<file path="src/rtl/seg7_pkg.sv">
// Shared types and constants for the multiplexed 7-segment scan controller.
// Segment patterns are {g,f,e,d,c,b,a}, active-low.
package seg7_pkg;

  typedef enum logic [1:0] {
    IDLE  = 2'd0,
    BLANK = 2'd1,
    SHOW  = 2'd2
  } scan_state_t;

  localparam logic [6:0] SEG_BLANK_N = 7'h7F;

  localparam logic [6:0] HEX_SEG_N [16] = '{
    7'h40, 7'h79, 7'h24, 7'h30,
    7'h19, 7'h12, 7'h02, 7'h78,
    7'h00, 7'h10, 7'h08, 7'h03,
    7'h46, 7'h21, 7'h06, 7'h0E
  };

endpackage

</file>
<file path="src/rtl/hex7seg_decode.sv">
// Combinational hex nibble to active-low 7-segment pattern.
// One instance is shared by every digit through the scan index mux.
module hex7seg_decode
  import seg7_pkg::*;
(
  input  logic [3:0] nibble,
  output logic [6:0] seg_n
);

  assign seg_n = HEX_SEG_N[nibble];

endmodule

</file>
<file path="src/rtl/seg_scan_controller.sv">
// Time-multiplexed scan of NUM_DIGITS hex digits onto one active-low segment bus,
// with a blanking gap before each digit and frame-synchronous display updates.
module seg_scan_controller
  import seg7_pkg::*;
#(
  parameter int NUM_DIGITS   = 4,
  parameter int PRESCALE     = 50000,
  parameter int BLANK_CYCLES = 16
) (
  input  logic                    clk,
  input  logic                    rst,
  input  logic                    en,
  input  logic                    load,
  input  logic [4*NUM_DIGITS-1:0] digits_in,
  input  logic [NUM_DIGITS-1:0]   dp_in,
  output logic [6:0]              seg_n,
  output logic                    dp_n,
  output logic [NUM_DIGITS-1:0]   an_n,
  output logic                    frame_done
);

  localparam int MAX_COUNT = (PRESCALE > BLANK_CYCLES) ? PRESCALE : BLANK_CYCLES;
  localparam int CW        = $clog2(MAX_COUNT) + 1;
  localparam int IW        = (NUM_DIGITS > 1) ? $clog2(NUM_DIGITS) : 1;
  localparam int DW        = 4 * NUM_DIGITS;

  localparam logic [CW-1:0] BLANK_LAST = CW'(BLANK_CYCLES - 1);
  localparam logic [CW-1:0] SHOW_LAST  = CW'(PRESCALE - 1);
  localparam logic [IW-1:0] IDX_LAST   = IW'(NUM_DIGITS - 1);

  scan_state_t             state, state_nxt;
  logic [IW-1:0]           idx, idx_nxt;
  logic [CW-1:0]           counter, counter_nxt;
  logic                    wrap;

  logic [DW-1:0]           staging, staging_nxt;
  logic [NUM_DIGITS-1:0]   staging_dp, staging_dp_nxt;
  logic [DW-1:0]           shadow, shadow_nxt;
  logic [NUM_DIGITS-1:0]   shadow_dp, shadow_dp_nxt;
  logic                    pending, pending_nxt;

  logic [3:0]              cur_nibble;
  logic                    cur_dp;
  logic [6:0]              dec_seg_n;
  logic [6:0]              seg_n_nxt;
  logic                    dp_n_nxt;
  logic [NUM_DIGITS-1:0]   an_n_nxt;

  // Scan sequencing: dropping en forces IDLE from any state, so a re-enable restarts at digit 0.
  always_comb begin
    state_nxt   = state;
    idx_nxt     = idx;
    counter_nxt = counter;
    wrap        = 1'b0;
    unique case (state)
      IDLE: begin
        if (en) begin
          state_nxt   = BLANK;
          idx_nxt     = '0;
          counter_nxt = '0;
        end
      end
      BLANK: begin
        if (counter == BLANK_LAST) begin
          state_nxt   = SHOW;
          counter_nxt = '0;
        end else begin
          counter_nxt = counter + CW'(1);
        end
      end
      SHOW: begin
        if (counter == SHOW_LAST) begin
          state_nxt   = BLANK;
          counter_nxt = '0;
          if (idx == IDX_LAST) begin
            idx_nxt = '0;
            wrap    = 1'b1;
          end else begin
            idx_nxt = idx + IW'(1);
          end
        end else begin
          counter_nxt = counter + CW'(1);
        end
      end
      default: state_nxt = IDLE;
    endcase
    if (!en) begin
      state_nxt   = IDLE;
      idx_nxt     = '0;
      counter_nxt = '0;
      wrap        = 1'b0;
    end
  end

  // New data reaches the shadow only while idle or at a frame boundary, so a frame never tears.
  always_comb begin
    staging_nxt    = staging;
    staging_dp_nxt = staging_dp;
    shadow_nxt     = shadow;
    shadow_dp_nxt  = shadow_dp;
    pending_nxt    = pending;
    if (load) begin
      staging_nxt    = digits_in;
      staging_dp_nxt = dp_in;
    end
    if (state == IDLE && load) begin
      shadow_nxt    = digits_in;
      shadow_dp_nxt = dp_in;
      pending_nxt   = 1'b0;
    end else if (wrap) begin
      if (load) begin
        shadow_nxt    = digits_in;
        shadow_dp_nxt = dp_in;
        pending_nxt   = 1'b0;
      end else if (pending) begin
        shadow_nxt    = staging;
        shadow_dp_nxt = staging_dp;
        pending_nxt   = 1'b0;
      end
    end else if (load) begin
      pending_nxt = 1'b1;
    end
  end

  // Outputs are built from next-cycle state so the registered pins line up with the FSM.
  always_comb begin
    cur_nibble = '0;
    cur_dp     = 1'b0;
    an_n_nxt   = '1;
    for (int k = 0; k < NUM_DIGITS; k++) begin
      if (idx_nxt == IW'(k)) begin
        cur_nibble = shadow_nxt[4*k +: 4];
        cur_dp     = shadow_dp_nxt[k];
        if (state_nxt == SHOW) an_n_nxt[k] = 1'b0;
      end
    end
  end

  hex7seg_decode u_decode (
    .nibble (cur_nibble),
    .seg_n  (dec_seg_n)
  );

  assign seg_n_nxt = (state_nxt == IDLE) ? SEG_BLANK_N : dec_seg_n;
  assign dp_n_nxt  = (state_nxt == IDLE) ? 1'b1 : ~cur_dp;

  always_ff @(posedge clk) begin
    if (rst) begin
      state      <= IDLE;
      idx        <= '0;
      counter    <= '0;
      staging    <= '0;
      staging_dp <= '0;
      shadow     <= '0;
      shadow_dp  <= '0;
      pending    <= 1'b0;
      seg_n      <= SEG_BLANK_N;
      dp_n       <= 1'b1;
      an_n       <= '1;
      frame_done <= 1'b0;
    end else begin
      state      <= state_nxt;
      idx        <= idx_nxt;
      counter    <= counter_nxt;
      staging    <= staging_nxt;
      staging_dp <= staging_dp_nxt;
      shadow     <= shadow_nxt;
      shadow_dp  <= shadow_dp_nxt;
      pending    <= pending_nxt;
      seg_n      <= seg_n_nxt;
      dp_n       <= dp_n_nxt;
      an_n       <= an_n_nxt;
      frame_done <= wrap;
    end
  end

endmodule

</file>
<file path="config.mk">
export PLATFORM = sky130hd
export DESIGN_NAME = seg_scan_controller
export DESIGN_NICKNAME = d
export VERILOG_FILES = /design/src/rtl/seg7_pkg.sv /design/src/rtl/hex7seg_decode.sv /design/src/rtl/seg_scan_controller.sv
export SDC_FILE = /design/constraint.sdc
export NUM_CORES = 1
export LEC_CHECK = 0
export CAP_MARGIN = 20
export CORE_ASPECT_RATIO = 0.6
export CORE_MARGIN = 4
export CORE_UTILIZATION = 45
export CTS_BUF_LIST = sky130_fd_sc_hd__clkbuf_4
export DETAILED_ROUTE_END_ITERATION = 8
export PLACE_DENSITY = 0.68
export SKIP_CTS_REPAIR_TIMING = 1
export SLEW_MARGIN = 20
export SYNTH_ARGS = -nofsm -noshare
export SYNTH_HDL_FRONTEND = slang
export SYNTH_SLANG_ARGS = --single-unit
export TNS_END_PERCENT = 20
</file>
<file path="constraint.sdc">
create_clock -name clk -period 3.52 [get_ports clk]
set_input_delay 0.704 -clock clk [delete_from_list [all_inputs] [get_ports clk]]
set_output_delay 0.704 -clock clk [all_outputs]
set_load 0.02 [all_outputs]
</file>
==> qor.csv <==
metric;value;unit
outcome;complete, no violations;
numCtsBuffers;9;
min_path_cells;2;
worst_setup_path_start_kind;input port;
cts.path.max_buffers;2;
final_area;0.00496;mm^2
cp.required;3.87;ns
wire_per_inst;15.4;um
hold_ws;0.510;ns
dpl.cell_count;619;
insertion_delay;0.44;ns
r2r-start;counter[4]$_SDFFE_PP0P_;
firstDrtPassIters;5;
critPathCaptureType;register;
powerDensity;400;mW/mm^2
final_cell_mix;81 x nor2_1, 75 x dfxtp_1, 50 x buf_4, 42 x mux2i_1, 35 x clkdlybuf4s50_1;
synth_edf_count;0;
ys_warn_count;0;
leakage;2.13;nW
final_common_cell;nor2_1;
tightest_slew;0.592;ns
ff2ff_setup_slack;0.15;ns
setup_viol;0;
worstReg2RegEnd;seg_n[1]$_SDFF_PP1_;
layout-drive-gt1-share;21.5;%
critPathMaxFanout;5;
grt_antenna_before_repair;0;
antenna_left;0;
die_w;128;um
yosysTopAreaCell;dfxtp_1;
slew_headroom;60.5;%
arrival;3.80;ns
async_flop_share;0;%
reg2regPathDepth;12;
syn_inst;451;
cts_tree;built;
ir_worst_vdd;285;uV
drv_slew;0;
hp-class;reg -> reg;
min_period_over_period;98.1;%
grt_max_degree;49;
syn_to_final_growth;26.8;%
die_y;80.2;um
routed-via-count;3536;
worst_clock_skew;0.0139;ns
gp_congestion;0.854;
power.total;1.99;mW
dp_slack;-0.359;ns
grt_usage;19.7;%
diodes;0;
ys_dominant_reg_cell;dfxtp_1;
synth.cell_area;0.00391;mm^2
ys_types;64;
cts.clk_slew.worst_paths;0.13;ns
holdPathEnd;counter[3]$_SDFFE_PP0P_;
synth.net_count;488;
dpl_cell_area;0.00467;mm^2
start_util;46.1;%
timing.fmax;0.290;GHz
min_from;counter[3]$_SDFFE_PP0P_;
grt_pass1_wl;16.1;mm
hpwl;7.07;mm
root_buffer;clkbuf_4;
portBuffers;36;
rows;26;
synth_top_area_share;38.4;%
io_pins;37;
hold_viol;0;
fin_crit;3.45;ns
die-area;0.0103;mm^2
via_per_inst;5.54;
htreeDepth;3;
instances_no_fill;638;
synth-seq-area-share;38.4;%
routed_wl;9.82;mm
maxCapViolCount;0;
core_area;0.00849;mm^2
synth_seq_cells;75;
drt-initial-drc-count;325;
fin_ws;0.0659;ns
drc_errors;0;
syn_avg_cell_area;8.68;um^2
path_class;in -> reg;
grt_overflow;0;
yosys-top-cells-area;dfxtp_1 38%, mux2i_1 11%, nor2_1 7.9%;
nNetsFinal;558;
grt_pass1_vias;3274;
clock_sinks;75;
final.fill_count;734;
==> power breakdown <==
group / internal [mW] / leakage (nW) / switching (mW)
registers: 0.886 / 0.614 / 0.0190
logic: 0.160 / 1.41 / 0.157
clock network: 0.441 / 0.107 / 0.322
total: 1.49 / 2.13 / 0.498
==> final cells by class <==
cell class                      count  area (um^2)  area share [%]
Clock inverter                      6          136            2.75
Tap cell                          112          140            2.82
Sequential cell                    75         1500            30.3
Inverter                           13         48.8           0.983
Clock buffer                       10         75.1            1.51
Timing Repair Buffer               89          791            15.9
Multi-Input combinational cell    333         2270            45.7
==> synthesized netlist by cell type, drive strengths merged (2+ instances only) <==
cell type	instances
or2	2
buf	12
o21ai	21
a21o	5
inv	13
o221a	5
nor2b	2
and2	3
o211ai	6
dfxtp	75
nand2b	3
nor4	6
nand3b	2
mux2i	45
nor2	83
o31ai	2
nand2	21
nand4	3
clkbuf	18
nor3	6
a21oi	29
nand3	12
o221ai	5
a31oi	2
o22ai	5
and3	14
o21a	2
o311ai	2
ha	13
or3b	11
a311oi	2
or3	6
==> per-layer routing <==
layer | track usage [%] | vias to the layer above | share of wire, %
li1 | - | 1759 | -
met1 | 28.4 | 1681 | 51
met2 | 28.0 | 85 | 42
met3 | 5.85 | 11 | 6.1
met4 | 5.93 | 0 | 1.2
met5 | 0 | - | 0
==> flip-flops by register name (all words and copies together) (netlist names), 2 cells and up <==
signal / flops
an_n: 4
counter: 17
idx: 2
seg_n: 7
shadow: 16
shadow_dp: 4
staging: 16
staging_dp: 4
state: 2
==> cells by family after synthesis <==
family,Yosys count,synth area share (%)
xor gates and xnor gates,1,0.224
and+or+nand+nor,178,23.1
DFF,75,38.4
muxes,46,12.0
adders and majority gates,13,4.16
AOI/OAI and AO/OA,95,16.9
buffers and inverters,43,5.24
==> per-stage QoR <==
step	TNS [ns]	util, %
final	0	58.4
after global routing	-0.0563	58.4
after CTS	0	57.4
after detailed placement	-2.08	55.0
after global placement	-1.61	55.0
after floorplan	0	-
==> worst max-delay path, stage by stage <==
cell and delay [ns]:
clkdlybuf4s50_1 0.55, nand3_2 0.14, nor4_4 0.21, buf_4 0.18
and3_4 0.21, buf_4 0.14, nor3_1 0.05, a21oi_1 0.12
o221ai_1 0.14, mux2i_1 0.19, mux2i_2 0.15, buf_4 0.17
buf_4 0.13, ha_1 0.20, mux2_1 0.30, mux2i_1 0.15
nand2_1 0.06
==> how the worst max path moves through the flow <==
stage                                        from                  end  slack (ns)
after detailed placement                       en  seg_n[1]$_SDFF_PP1_       -0.36
after global placement                         en  seg_n[1]$_SDFF_PP1_       -0.32
final                                          en  seg_n[3]$_SDFF_PP1_        0.07
after floorplan               state[0]$_SDFF_PP0_  seg_n[3]$_SDFF_PP1_        0.09
after global routing      counter[4]$_SDFFE_PP0P_  seg_n[3]$_SDFF_PP1_       -0.03
after CTS                     state[0]$_SDFF_PP0_  seg_n[3]$_SDFF_PP1_        0.06
Power figures use the tool's default switching activity.
